--- src/rtl/sq_seq_pkg.sv ---
// Shared widths, FSM state encoding and pattern-entry layout for the note sequencer.
package sq_seq_pkg;

   localparam int unsigned NOTE_W   = 6;          // note index width, matches sq_channel
   localparam int unsigned STEP_W   = 4;          // log2(STEPS)
   localparam int unsigned STEPS    = 16;         // pattern length, power of two
   localparam int unsigned REST_BIT = NOTE_W;     // rest flag position in a pattern entry
   localparam int unsigned TEMPO_W  = 3;          // tempo field width
   localparam int unsigned BUDGET_W = 4;          // tick budget; tempo+1 fits without overflow

   typedef enum logic [1:0] {
      ST_IDLE = 2'd0,
      ST_ARM  = 2'd1,
      ST_LOAD = 2'd2,
      ST_HOLD = 2'd3
   } seq_state_e;

endpackage

--- src/rtl/sq_tick_div.sv ---
// Free-running note clock divider.
//  clk50mhz  in   system clock
//  rst_n     in   synchronous reset, active low
//  note_clk  out  square wave, toggles every CLK_DIV cycles
//  tick_c    out  1-cycle strobe on the wrap where note_clk rises (combinational)
module sq_tick_div
   import sq_seq_pkg::*;
#(
   parameter int unsigned CLK_DIV = 390625
) (
   input  logic clk50mhz,
   input  logic rst_n,
   output logic note_clk,
   output logic tick_c
);

   localparam int unsigned CNT_W = (CLK_DIV > 1) ? $clog2(CLK_DIV) : 1;

   logic [CNT_W-1:0] count_q;
   logic             wrap_c;

   assign wrap_c = (count_q == CNT_W'(CLK_DIV - 1));
   // note_clk is still low on the wrap that is about to raise it
   assign tick_c = wrap_c && !note_clk;

   // Counter and note_clk phase; only rst_n ever realigns them
   always_ff @(posedge clk50mhz) begin
      if (!rst_n) begin
         count_q  <= '0;
         note_clk <= 1'b0;
      end else if (wrap_c) begin
         count_q  <= '0;
         note_clk <= ~note_clk;
      end else begin
         count_q  <= count_q + CNT_W'(1);
      end
   end

endmodule

--- src/rtl/sq_note_sequencer.sv ---
// 16-step pattern sequencer driving one sq_channel.
//  clk50mhz  in   system clock
//  rst_n     in   synchronous reset, active low
//  start     in   pulse: begin playback at step 0 (ignored while busy or with stop)
//  stop      in   pulse: abort playback, no done
//  loop_en   in   wrap to step 0 after the last step, sampled at that boundary
//  tempo     in   step length in ticks minus one, sampled in LOAD
//  wr_en/wr_addr/wr_data in  pattern write port, {rest, note}
//  note_clk  out  square clock to sq_channel
//  note_in   out  current note
//  note_rst  out  envelope retrigger / silence
//  step_idx  out  step currently playing
//  busy      out  high while not idle
//  done      out  pulse when a one-shot pattern completes
module sq_note_sequencer
   import sq_seq_pkg::*;
#(
   parameter int unsigned CLK_DIV = 390625
) (
   input  logic                clk50mhz,
   input  logic                rst_n,
   input  logic                start,
   input  logic                stop,
   input  logic                loop_en,
   input  logic [TEMPO_W-1:0]  tempo,
   input  logic                wr_en,
   input  logic [STEP_W-1:0]   wr_addr,
   input  logic [NOTE_W:0]     wr_data,
   output logic                note_clk,
   output logic [NOTE_W-1:0]   note_in,
   output logic                note_rst,
   output logic [STEP_W-1:0]   step_idx,
   output logic                busy,
   output logic                done
);

   logic tick_c;

   sq_tick_div #(.CLK_DIV(CLK_DIV)) u_div (
      .clk50mhz (clk50mhz),
      .rst_n    (rst_n),
      .note_clk (note_clk),
      .tick_c   (tick_c)
   );

   logic [NOTE_W:0]     pat_q [STEPS];
   seq_state_e          state_q, state_d;
   logic [BUDGET_W-1:0] budget_q, budget_d;
   logic                rest_q, rest_d;
   logic [NOTE_W-1:0]   note_d;
   logic                note_rst_d, busy_d, done_d;
   logic [STEP_W-1:0]   step_d;
   logic                cur_rest_c;
   logic [NOTE_W-1:0]   cur_note_c;

   // LOAD reads the pre-write contents when a write hits the same step
   assign cur_rest_c = pat_q[step_idx][REST_BIT];
   assign cur_note_c = pat_q[step_idx][NOTE_W-1:0];

   // Pattern register file
   always_ff @(posedge clk50mhz) begin
      if (!rst_n) begin
         for (int i = 0; i < int'(STEPS); i++) pat_q[i] <= '0;
      end else if (wr_en) begin
         pat_q[wr_addr] <= wr_data;
      end
   end

   // State and registered outputs
   always_ff @(posedge clk50mhz) begin
      if (!rst_n) begin
         state_q  <= ST_IDLE;
         budget_q <= '0;
         rest_q   <= 1'b0;
         note_in  <= '0;
         note_rst <= 1'b0;
         step_idx <= '0;
         busy     <= 1'b0;
         done     <= 1'b0;
      end else begin
         state_q  <= state_d;
         budget_q <= budget_d;
         rest_q   <= rest_d;
         note_in  <= note_d;
         note_rst <= note_rst_d;
         step_idx <= step_d;
         busy     <= busy_d;
         done     <= done_d;
      end
   end

   // Next-state and output logic
   always_comb begin
      state_d    = state_q;
      budget_d   = budget_q;
      rest_d     = rest_q;
      note_d     = note_in;
      note_rst_d = note_rst;
      step_d     = step_idx;
      busy_d     = busy;
      done_d     = 1'b0;

      unique case (state_q)
         ST_IDLE: begin
            if (start && !stop) begin
               state_d = ST_ARM;
               step_d  = '0;
               busy_d  = 1'b1;
            end
         end
         ST_ARM: begin
            if (tick_c) state_d = ST_LOAD;
         end
         ST_LOAD: begin
            if (!cur_rest_c) note_d = cur_note_c;
            rest_d     = cur_rest_c;
            budget_d   = BUDGET_W'(tempo) + BUDGET_W'(1);
            note_rst_d = 1'b1;
            state_d    = ST_HOLD;
         end
         ST_HOLD: begin
            if (tick_c) begin
               budget_d = budget_q - BUDGET_W'(1);
               // rest steps keep the channel silenced until the step ends
               if (!rest_q) note_rst_d = 1'b0;
               if (budget_q == BUDGET_W'(1)) begin
                  note_rst_d = 1'b0;
                  if (step_idx != STEP_W'(STEPS - 1)) begin
                     step_d  = step_idx + STEP_W'(1);
                     state_d = ST_LOAD;
                  end else if (loop_en) begin
                     step_d  = '0;
                     state_d = ST_LOAD;
                  end else begin
                     done_d  = 1'b1;
                     busy_d  = 1'b0;
                     state_d = ST_IDLE;
                  end
               end
            end
         end
         default: state_d = ST_IDLE;
      endcase

      // stop overrides everything, including a same-cycle completion
      if (stop && (state_q != ST_IDLE)) begin
         state_d    = ST_IDLE;
         busy_d     = 1'b0;
         note_rst_d = 1'b0;
         done_d     = 1'b0;
      end
   end

endmodule

--- config.mk ---
export PLATFORM = sky130hd
export DESIGN_NAME = sq_note_sequencer
export DESIGN_NICKNAME = d
export VERILOG_FILES = /design/src/rtl/sq_seq_pkg.sv /design/src/rtl/sq_tick_div.sv /design/src/rtl/sq_note_sequencer.sv
export SDC_FILE = /design/constraint.sdc
export NUM_CORES = 1
export LEC_CHECK = 0
export BUFFER_PORTS_ARGS = -buffer_cell sky130_fd_sc_hd__buf_2
export CORE_MARGIN = 3
export CORE_UTILIZATION = 50
export DETAILED_ROUTE_END_ITERATION = 10
export PLACE_DENSITY = 0.67
export SLEW_MARGIN = 15
export SYNTH_ARGS = -nofsm -noshare
export SYNTH_HDL_FRONTEND = slang
export SYNTH_SLANG_ARGS = --single-unit
export TNS_END_PERCENT = 5
--- constraint.sdc ---
create_clock -name clk50mhz -period 7 [get_ports clk50mhz]
set_clock_uncertainty 0.1 [all_clocks]
set_input_delay 1.4 -clock clk50mhz [delete_from_list [all_inputs] [get_ports clk50mhz]]
set_output_delay 1.4 -clock clk50mhz [all_outputs]
set_load 0.01 [all_outputs]
After elaboration in Yosys (flattened, before gate mapping)
Memory sizes are Yosys's and may differ from the RTL's. A register that Yosys moved wholly into a read port is not among the register bits. Cells that the tools add are included. Widths: inputs -> output; s select.

Add/subtract/negate cells: 4. Mux-type cells: 35. Equal/unequal tests: 14. Bitwise operators: 6. Reductions and logical operators: 19.

Operators with widths (number): $mux 4 (9); $add 19x1->19 const B (1); $eq 19x19->1 const B (1); $pmux 4 s2 (2); $mux 1 (14); $mux 2 (6); $ne 2x2->1 const B (6); $pmux 2 s4 (1); $mux 7 (1); $reduce_or 7->1 (1); $ne 3x3->1 const B (2); $not 1->1 (6); $reduce_and 6->1 (1); $reduce_bool 2->1 (3); $reduce_or 6->1 (1); $reduce_and 5->1 (1); $add 3x1->4 const B (1); $add 4x1->4 const B (1); $eq 2x2->1 const B (2); $eq 4x1->1 const B (1); $ne 4x4->1 const B (1); $pmux 1 s2 (2); $reduce_and 2->1 (2); $reduce_and 4->1 (1); 7 further kinds (11).

Bits in registers: 40. RAM bits: 112. Output and inout port bits: 14. Memories kept: 1. Input bits: 20.

Memory list: pat_q (words 16, width 7, read ports 1, clocked after Yosys merged registers in 1, wr ports 16, RTL line sq_note_sequencer.sv:46) `logic [NOTE_W:0] pat_q [STEPS];`.

Depth between registers and ports, before layout
Gate-level depths: netlist (run 1).

Word-level depth: 7. Gate-level depth with buffers: 8. Mapped depth without buffers: 7.

Cells and area by module
A second synthesis (run 1) with hierarchy kept.

Cells, all modules: 581. Area total of the unflattened synthesis: 7362.1 um^2.

By module, submodules not included: sq_note_sequencer (area each 6366.1 um^2, instances 1, cells an instance 470); sq_tick_div (area each 996.0 um^2, instances 1, cells an instance 111).

Worst setup path after synthesis (run 1)
Ideal clock, no wire load.

Path type: input -> register. From: input wr_addr[3]. To: memory pat_q[1][0] in the netlist's numbering, enable pin. Slack: 4.031 ns. Data arrival time: 2.489 ns. Required time: 6.519 ns. Stages: 3. Path buffers: 1. Path through: or3_1 -> clkbuf_1 -> o21ai_0.

RTL lines: start, declared (RTL line sq_note_sequencer.sv:27) `input logic [STEP_W-1:0] wr_addr,`; end, declared (RTL line sq_note_sequencer.sv:46).

==> reports/metrics.cfg, run 1 <==
[detailed_routing]
vias=4432
drt_first_pass_iters=4
drt-total-wl_um=15400
drc=0
vias_per_cell=5.60
avgRoutedWirePerCell_um=19.4
route.antenna.remaining_nets=0
drt_iter0_drc=418

[worst_setup_path]
path_max_fanout=30
crit_top_cell=nand2_1
path_cells=buf_2, nand2_1, nor2_1, nand2_1, nor3_1, nand2b_1
end_kind=flop
worstRegToRegCells=7
arrival_ps=3370
rr_startpoint=u_div.count_q[0]$_SDFF_PP0_
worst_ep_required_time_ps=6990
r2r_slack_ps=4400
slowest_stage=nor3_1
path_class=input pin to flop
max_stage_delay_ps=570
worstSetupStartpointType=input pin

[synth]
ys_seq_elements=156
synth-main-ff-cell=edfxtp_1
synth_warnings=0
synth_top_area_frac=0.466
synthCells=571
async_reset_ff_frac=0
yosysSeqAreaShare=0.589
synth.top_cells.by_area=edfxtp_1 (47%), dfxtp_1 (12%), and2_1 (9.9%), mux4_2 (8.1%), mux2i_1 (2.4%)
synth_edf_count=112
syn_avg_cell_area_sq_um=12.6
ys_types=50
synth.most_common_cell=and2_1
yosysTopAreaCell=edfxtp_1
synthTopCellsByCount=and2_1 (114), edfxtp_1 (112), dfxtp_1 (44), nor2_1 (43), mux4_2 (26)
syn-cell-area_sq_mm=0.00721
syn_nets=597

[clocking]
clock_latency_ps=420
cts.sinks=156
numCtsBuffers=17
postCtsResizedCells=0
htree_levels=4
clockBufferDepth=2
cts_root_buf=clkbuf_16
cts_tree=built
postCtsSetupBuffers=0
cts_hold_buf=0
cts.clk_slew.worst_paths_ps=60

[place]
dp_cells=759
dpl_worst_slack_ps=3190
dp_hpwl_um=10400
io_buffers=33
place_congestion=0.799

[worst_hold_path]
hold_path_end=rest_q$_SDFFE_PN0P_
min_from=rest_q$_SDFFE_PN0P_
hold_depth=1
hold_class=flop to flop

[power_and_ir_drop]
vdd_ir_drop_max_mv=0.180
power.switching_w=0.000427
leakagePower_nw=2.76
finalPower_w=0.00201
switching_share=0.213
power_frac_clock=0.437
power_frac_comb=0.041
p_int_w=0.00158
power_frac_seq=0.522
power_density_mw_per_mm2=249

[timing]
min_period_over_period=0.484
hold_viol_final=0
fin_crit_ps=3380
rsz0062_at_grt=no
relSlewSlack=0.327
slew_viol_final=0
max_freq_ghz=0.295
timing.final.ws_setup_ps=3620
whs_ps=389
worstMarginPinSlew_ps=999
setup_viol=0
setup_tns_ps=0

[final_layout]
final-seq-area_sq_mm=0.00425
stdcell_count=791
area_growth_syn_to_layout_pct=11.7
nNetsFinal=624
drive_above_1_share=0.157
insertedDiodeCount=0
fillers=1132
multi_input_area_sq_mm=0.00281

[global_routing]
top_usage_layer=met2
antenna_found_initial=0
grt_pass1_vias=4484
use_met1=0.275
grt_pass1_wl_um=24600
grt_max_degree=31
use_met3=0.0547
grt_usage=0.205
grt_overflow=0
grt_util_met2=0.332

[floorplanning]
initial_utilization=0.515
fp.dieH_um=126
rows=43
die_w_um=126
coreArea_sq_mm=0.0140
ios=34
dieArea_sq_mm=0.0159

[status]
status=finished clean

[flow_run]
drv_cap=0

[registers in the layout (all words and copies together), names as in the netlist, named ones only]
register and flops:
done 1, state_q 2, note_in 6, u_div.note_clk 1
note_rst 1, pat_q 112, u_div.count_q 19, rest_q 1
busy 1, budget_q 4, step_idx 4
[worst max-delay path: cells and delay by family]
kind	cells	cell delay (ps)
and+or+nand+nor	5	1450
buffers and inverters	1	520
[worst max path at each step]
stage,startpoint,endpoint,slack (ps)
finish,rst_n,pat_q[8][6]$_SDFFCE_PN0P_,3620
global route,rst_n,pat_q[8][0]$_SDFFCE_PN0P_,3410
CTS,rst_n,pat_q[0][0]$_SDFFCE_PN0P_,3620
detailed placement,rst_n,pat_q[0][2]$_SDFFCE_PN0P_,3190
global placement,rst_n,pat_q[1][0]$_SDFFCE_PN0P_,3260
floorplan,wr_addr[3],pat_q[1][0]$_SDFFCE_PN0P_,4030
[area by class of cell]
type                       instances  share of cell area
inverter                          11             0.00513
multi-input combinational        378               0.349
timing repair buffer              34              0.0214
clock inverter                    12              0.0152
clock buffer                      20              0.0542
sequential                       156               0.527
tap                              180              0.0280
[power groups by stage]
stage / Combinational (W) / Clock, W / Sequential, W
floorplan: 0.0000520 / 0 / 0.00106
global placement: 0.0000809 / 0 / 0.00107
detailed placement: 0.0000827 / 0 / 0.00107
CTS: 0.0000830 / 0.000885 / 0.00105
global route: 0.0000903 / 0.000932 / 0.00105
finish: 0.0000826 / 0.000877 / 0.00105
[placed cells by master (no fill, tap or decap), types with 4 or more instances in the layout]
master and n:
and2_1 114, edfxtp_1 112, nor2_1 43, dfxtp_1 43, buf_2 33, mux4_2 26, nand2_1 22, mux2i_1 17
clkbuf_16 17, o21ai_0 16, a21oi_1 14, xnor2_1 13, nor3_1 12, inv_1 11, nand2b_1 9, nand3_1 9
nor2b_1 9, a211oi_1 8, a22o_1 6, ha_1 6, xor2_1 5, nor4_1 5, o2bb2ai_1 4, and3_1 4
[stage by stage]
step | utilization | area [sq um]
after CTS | 0.576 | 8060
after global routing | 0.576 | 8060
after detailed placement | 0.536 | 7500
final | 0.576 | 8060
after global placement | 0.536 | 7500
after floorplan | - | 7210
[routing by layer]
layer  share of wire  vias to the layer above  routed length, um
met5               0                        -                  0
met4           0.018                        0                274
met3           0.048                       22                738
met2            0.48                      111               7460
met1            0.45                     2158               6910
li1                -                     2141                  -
[logic make-up after synthesis]
family | share of synthesized area
AND/OR/NAND/NOR | 0.191
flip-flops | 0.589
AO/OA/AOI/OAI | 0.0616
multiplexers | 0.105
buffers and inverters | 0.0213
XOR/XNOR | 0.0219
adder cells (fa/ha/maj) | 0.0104
Power figures use the tool's default switching activity.
==> run 2: changes to the inputs <==
Settings changed: PLACE_DENSITY 0.67 to 0.7.
Clock period 7 ns to 3.05 ns, I/O delays scaled along.
==> run 2 against run 1 <==
Setup slack worse by 3100 ps. Critical path depth is 1 lower. Largest cell class unchanged. Routed wire length is 0.74% higher. Highest routed layer unchanged.
==> reports/metrics.cfg, run 2 (synthesized netlist as in run 1, its figures left out) <==
[status]
status=finished clean

[detailed_routing]
drt_first_pass_iters=4
drt_iter0_drc=367
vias_per_cell=5.71
vias=4629
drt-total-wl_um=15500
drc=0
avgRoutedWirePerCell_um=19.1
route.antenna.remaining_nets=0

[timing]
max_freq_ghz=0.401
hold_viol_final=0
setup_tns_ps=0
setup_viol=0
min_period_over_period=0.818
timing.final.ws_setup_ps=554
slew_viol_final=0
worstMarginPinSlew_ps=721
relSlewSlack=0.516
fin_crit_ps=2500
rsz0062_at_grt=no

[floorplanning]
dieArea_sq_mm=0.0159
coreArea_sq_mm=0.0140
rows=43
ios=34
die_w_um=126
initial_utilization=0.515
fp.dieH_um=126

[clocking]
cts.sinks=156
cts_tree=built
cts_hold_buf=0
clockBufferDepth=2
clock_latency_ps=420
numCtsBuffers=17
postCtsResizedCells=0
cts.clk_slew.worst_paths_ps=60
htree_levels=4
postCtsSetupBuffers=0
cts_root_buf=clkbuf_16

[worst_setup_path]
slowest_stage=nor3_2
path_class=flop to flop
worst_ep_required_time_ps=3250
path_cells=or4_1, or3_4, nor3_2, o22ai_1, o2bb2ai_1
max_stage_delay_ps=560
path_max_fanout=10
worstSetupStartpointType=flop
arrival_ps=2700
end_kind=flop

[final_layout]
insertedDiodeCount=0
area_growth_syn_to_layout_pct=14.5
layout_commonest_cell=and2_1
largest_register=pat_q
nNetsFinal=644
drive_above_1_share=0.190
most-common-layout-cells=and2_1 (114), edfxtp_1 (112), nor2_1 (43), dfxtp_1 (43), buf_2 (33)
largest_register_ffs=112
reg.largest.list=pat_q: 112 flops, u_div.count_q: 19 flops, note_in: 6 flops
fillers=1134

[power_and_ir_drop]
vdd_ir_drop_max_mv=0.480
leakagePower_nw=2.89
power_density_mw_per_mm2=580

[place]
io_buffers=33
dpl_worst_slack_ps=588
dp_hpwl_um=10700
place_congestion=0.858

[global_routing]
grt_pass1_wl_um=24800
grt_usage=0.203
grt_pass1_vias=4495
antenna_found_initial=0
grt_overflow=0
grt_max_degree=21

[worst_hold_path]
hold_class=flop to flop

[flow_run]
drv_cap=0

==> run 2: through the flow <==
step,cell area (sq um),power [W],hold WS (ps),util,cells
6_report,8260,0.00479,376,0.590,811
4_1_cts,8260,0.00481,383,0.590,811
3_3_place_gp,7650,0.00263,352,0.547,779
5_1_grt,8260,0.00494,393,0.590,811
2_1_floorplan,7210,0.00254,340,-,571
3_5_place_dp,7650,0.00264,368,0.547,779
==> run 2: final timing paths <==
kind	startpoint	endpoint	slack (ps)	cells after the start
setup / recovery	u_div.count_q[9]$_SDFF_PP0_	flop	550	5
hold / removal	u_div.count_q[0]$_SDFF_PP0_	u_div.count_q[0]$_SDFF_PP0_	380	1
setup reg to reg	u_div.count_q[9]$_SDFF_PP0_	flop	550	5
hold reg to reg	u_div.count_q[0]$_SDFF_PP0_	u_div.count_q[0]$_SDFF_PP0_	380	1
==> run 2: power breakdown <==
part	switching (W)	leakage (nW)	internal (W)	total [W]
Clock	0.000895	0.295	0.00130	0.00220
Sequential	0.0000352	1.42	0.00236	0.00239
Combinational	0.000124	1.17	0.0000774	0.000201
==> run 2: final cells by class <==
type | count | area, sq um | area share
Clock buffer | 17 | 425 | 0.0515
Clock inverter | 15 | 186 | 0.0226
Inverter | 11 | 41.3 | 0.00500
Multi-Input combinational cell | 378 | 2810 | 0.341
Sequential cell | 156 | 4250 | 0.514
Tap cell | 180 | 225 | 0.0273
Timing Repair Buffer | 54 | 323 | 0.0391
==> run 2: worst max-delay path: cells and delay by family (launching register included) <==
kind | cells | cell delay (ps)
AO/OA/AOI/OAI | 2 | 510
AND/OR/NAND/NOR | 3 | 1440
flip-flops | 1 | 330
==> run 2: per-layer routing <==
layer	routed length [um]	global-route usage	vias up
met5	0	0	-
met4	167	0.0568	0
met3	1060	0.0496	18
met2	7750	0.331	159
met1	6510	0.273	2273
li1	-	-	2179
==> run 3: changes to the inputs <==
Clock period 3.05 ns to 2.1 ns, I/O delays scaled along.
==> run 3 against run 2 <==
The flow now finishes with violations (setup timing). Non-clock buffer count up 30. Setup slack lost 710 ps. Hold slack got worse by 130 ps. Routed wire length decreased by 5.1%. Sequential cell count is the same. Die area is the same. Register-to-register slack got worse by 710 ps. Via count down 0.48%. Clock power increased by 33%. Global-route usage down 0.63 points. Largest power group unchanged.
==> reports/metrics.cfg, run 3 (synthesized netlist as in run 1, its figures left out) <==
[clocking]
cts.clk_slew.worst_paths_ps=60
clock_latency_ps=430
numCtsBuffers=17
cts_root_buf=clkbuf_16
cts_hold_buf=0
cts_tree=built
cts.sinks=156
clockBufferDepth=2
htree_levels=4

[timing]
relSlewSlack=0.684
setup_viol=33
fin_crit_ps=2250
hold_viol_final=0
worstMarginPinSlew_ps=473
rsz0062_at_grt=yes
min_period_over_period=1.07
slew_viol_final=0
timing.final.ws_setup_ps=-154
max_freq_ghz=0.444

[detailed_routing]
avgRoutedWirePerCell_um=17.5
drt_first_pass_iters=5
vias=4607
drt-total-wl_um=14700
vias_per_cell=5.48
route.antenna.remaining_nets=0
drt_iter0_drc=314
drc=0

[final_layout]
insertedDiodeCount=0
reg.largest.list=pat_q: 112 flops, u_div.count_q: 19 flops, note_in: 6 flops
largest_register_ffs=112
design_area_sq_mm=0.00854
most-common-layout-cells=and2_1 (114), edfxtp_1 (112), buf_4 (45)
drive_above_1_share=0.242
layout_commonest_cell=and2_1
fin_util=0.611
area_growth_syn_to_layout_pct=18.5
nNetsFinal=674
largest_register=pat_q

[global_routing]
grt_max_degree=30
grt_pass1_vias=4664
grt_overflow=0
grt_pass1_wl_um=24400
grt_usage=0.196
antenna_found_initial=0

[worst_hold_path]
hold_class=input pin to flop

[power_and_ir_drop]
vdd_ir_drop_max_mv=0.529
power_density_mw_per_mm2=785
leakagePower_nw=3.04

[status]
status=finished with violations
failed_checks=setup timing

[floorplanning]
rows=43
die_w_um=126
coreArea_sq_mm=0.0140
dieArea_sq_mm=0.0159
ios=34
initial_utilization=0.515
fp.dieH_um=126

[place]
place_congestion=0.836
dp_hpwl_um=10500
dpl_worst_slack_ps=-168
placed_area_sq_mm=0.00790
io_buffers=33

[worst_setup_path]
r2r_slack_ps=-150
worstSetupStartpointType=flop
worst_ep_required_time_ps=2340
arrival_ps=2500
end_kind=flop
path_max_fanout=6
path_class=flop to flop

[flow_run]
drv_cap=0

## run 3: what timing repair did
item                       in CTS  in global routing
setup endpoints to repair      39                 42
pin swaps                       5                  2
buffers inserted                0                  3
gates resized for setup         8                  6
gates cloned                    0                  0
## run 3: path summary, 6_finish.rpt
kind                                     from                 endpoint  depth (start not counted)
hold reg to reg           rest_q$_SDFFE_PN0P_      rest_q$_SDFFE_PN0P_                          1
setup / recovery  u_div.count_q[9]$_SDFF_PP0_  state_q[1]$_SDFFE_PP0P_                          9
setup reg to reg  u_div.count_q[9]$_SDFF_PP0_  state_q[1]$_SDFFE_PP0P_                          9
hold / removal                           stop    note_rst$_SDFFE_PP0P_                          3
## run 3: cell type report
| type | count | area (sq um) |
|---|---|---|
| Tap cell | 180 | 225 |
| Multi-Input combinational cell | 378 | 2870 |
| Fill cell | 1107 | 5450 |
| Sequential cell | 156 | 4250 |
| Inverter | 11 | 41.3 |
| Clock inverter | 15 | 138 |
| Timing Repair Buffer | 84 | 599 |
| Clock buffer | 17 | 425 |
## run 3: routing by layer
metal | up-vias | global-route usage | wire (um)
li1 | 2238 | - | -
met1 | 2235 | 0.250 | 6390
met2 | 116 | 0.336 | 7420
met3 | 18 | 0.0573 | 770
met4 | 0 | 0.0429 | 132
met5 | - | 0 | 0
## run 3: worst max-delay path, cell delays in order (launching register included)
cell and delay [ps]:
dfxtp_2 320, or4_1 510, or3_4 340, buf_4 160, nor3_4 130, buf_6 150, buf_2 150, buf_4 110
a21oi_1 60, nor3_1 130
## run 3: metrics by stage
stage / total power (W) / std cells / hold slack [ps] / setup TNS, ps
floorplan: 0.00369 / 571 / 340 / -1410
global placement: 0.00384 / 806 / 352 / -1150
detailed placement: 0.00385 / 806 / 356 / -1840
CTS: 0.00676 / 838 / 223 / -934
global route: 0.00695 / 841 / 242 / -4290
finish: 0.00671 / 841 / 244 / -1610
## run 3: power breakdown
| group | internal (W) | switching [W] | leakage [nW] |
|---|---|---|---|
| sequential | 0.00343 | 0.0000420 | 1.42 |
| clock | 0.00165 | 0.00128 | 0.268 |
| combinational | 0.000134 | 0.000183 | 1.35 |
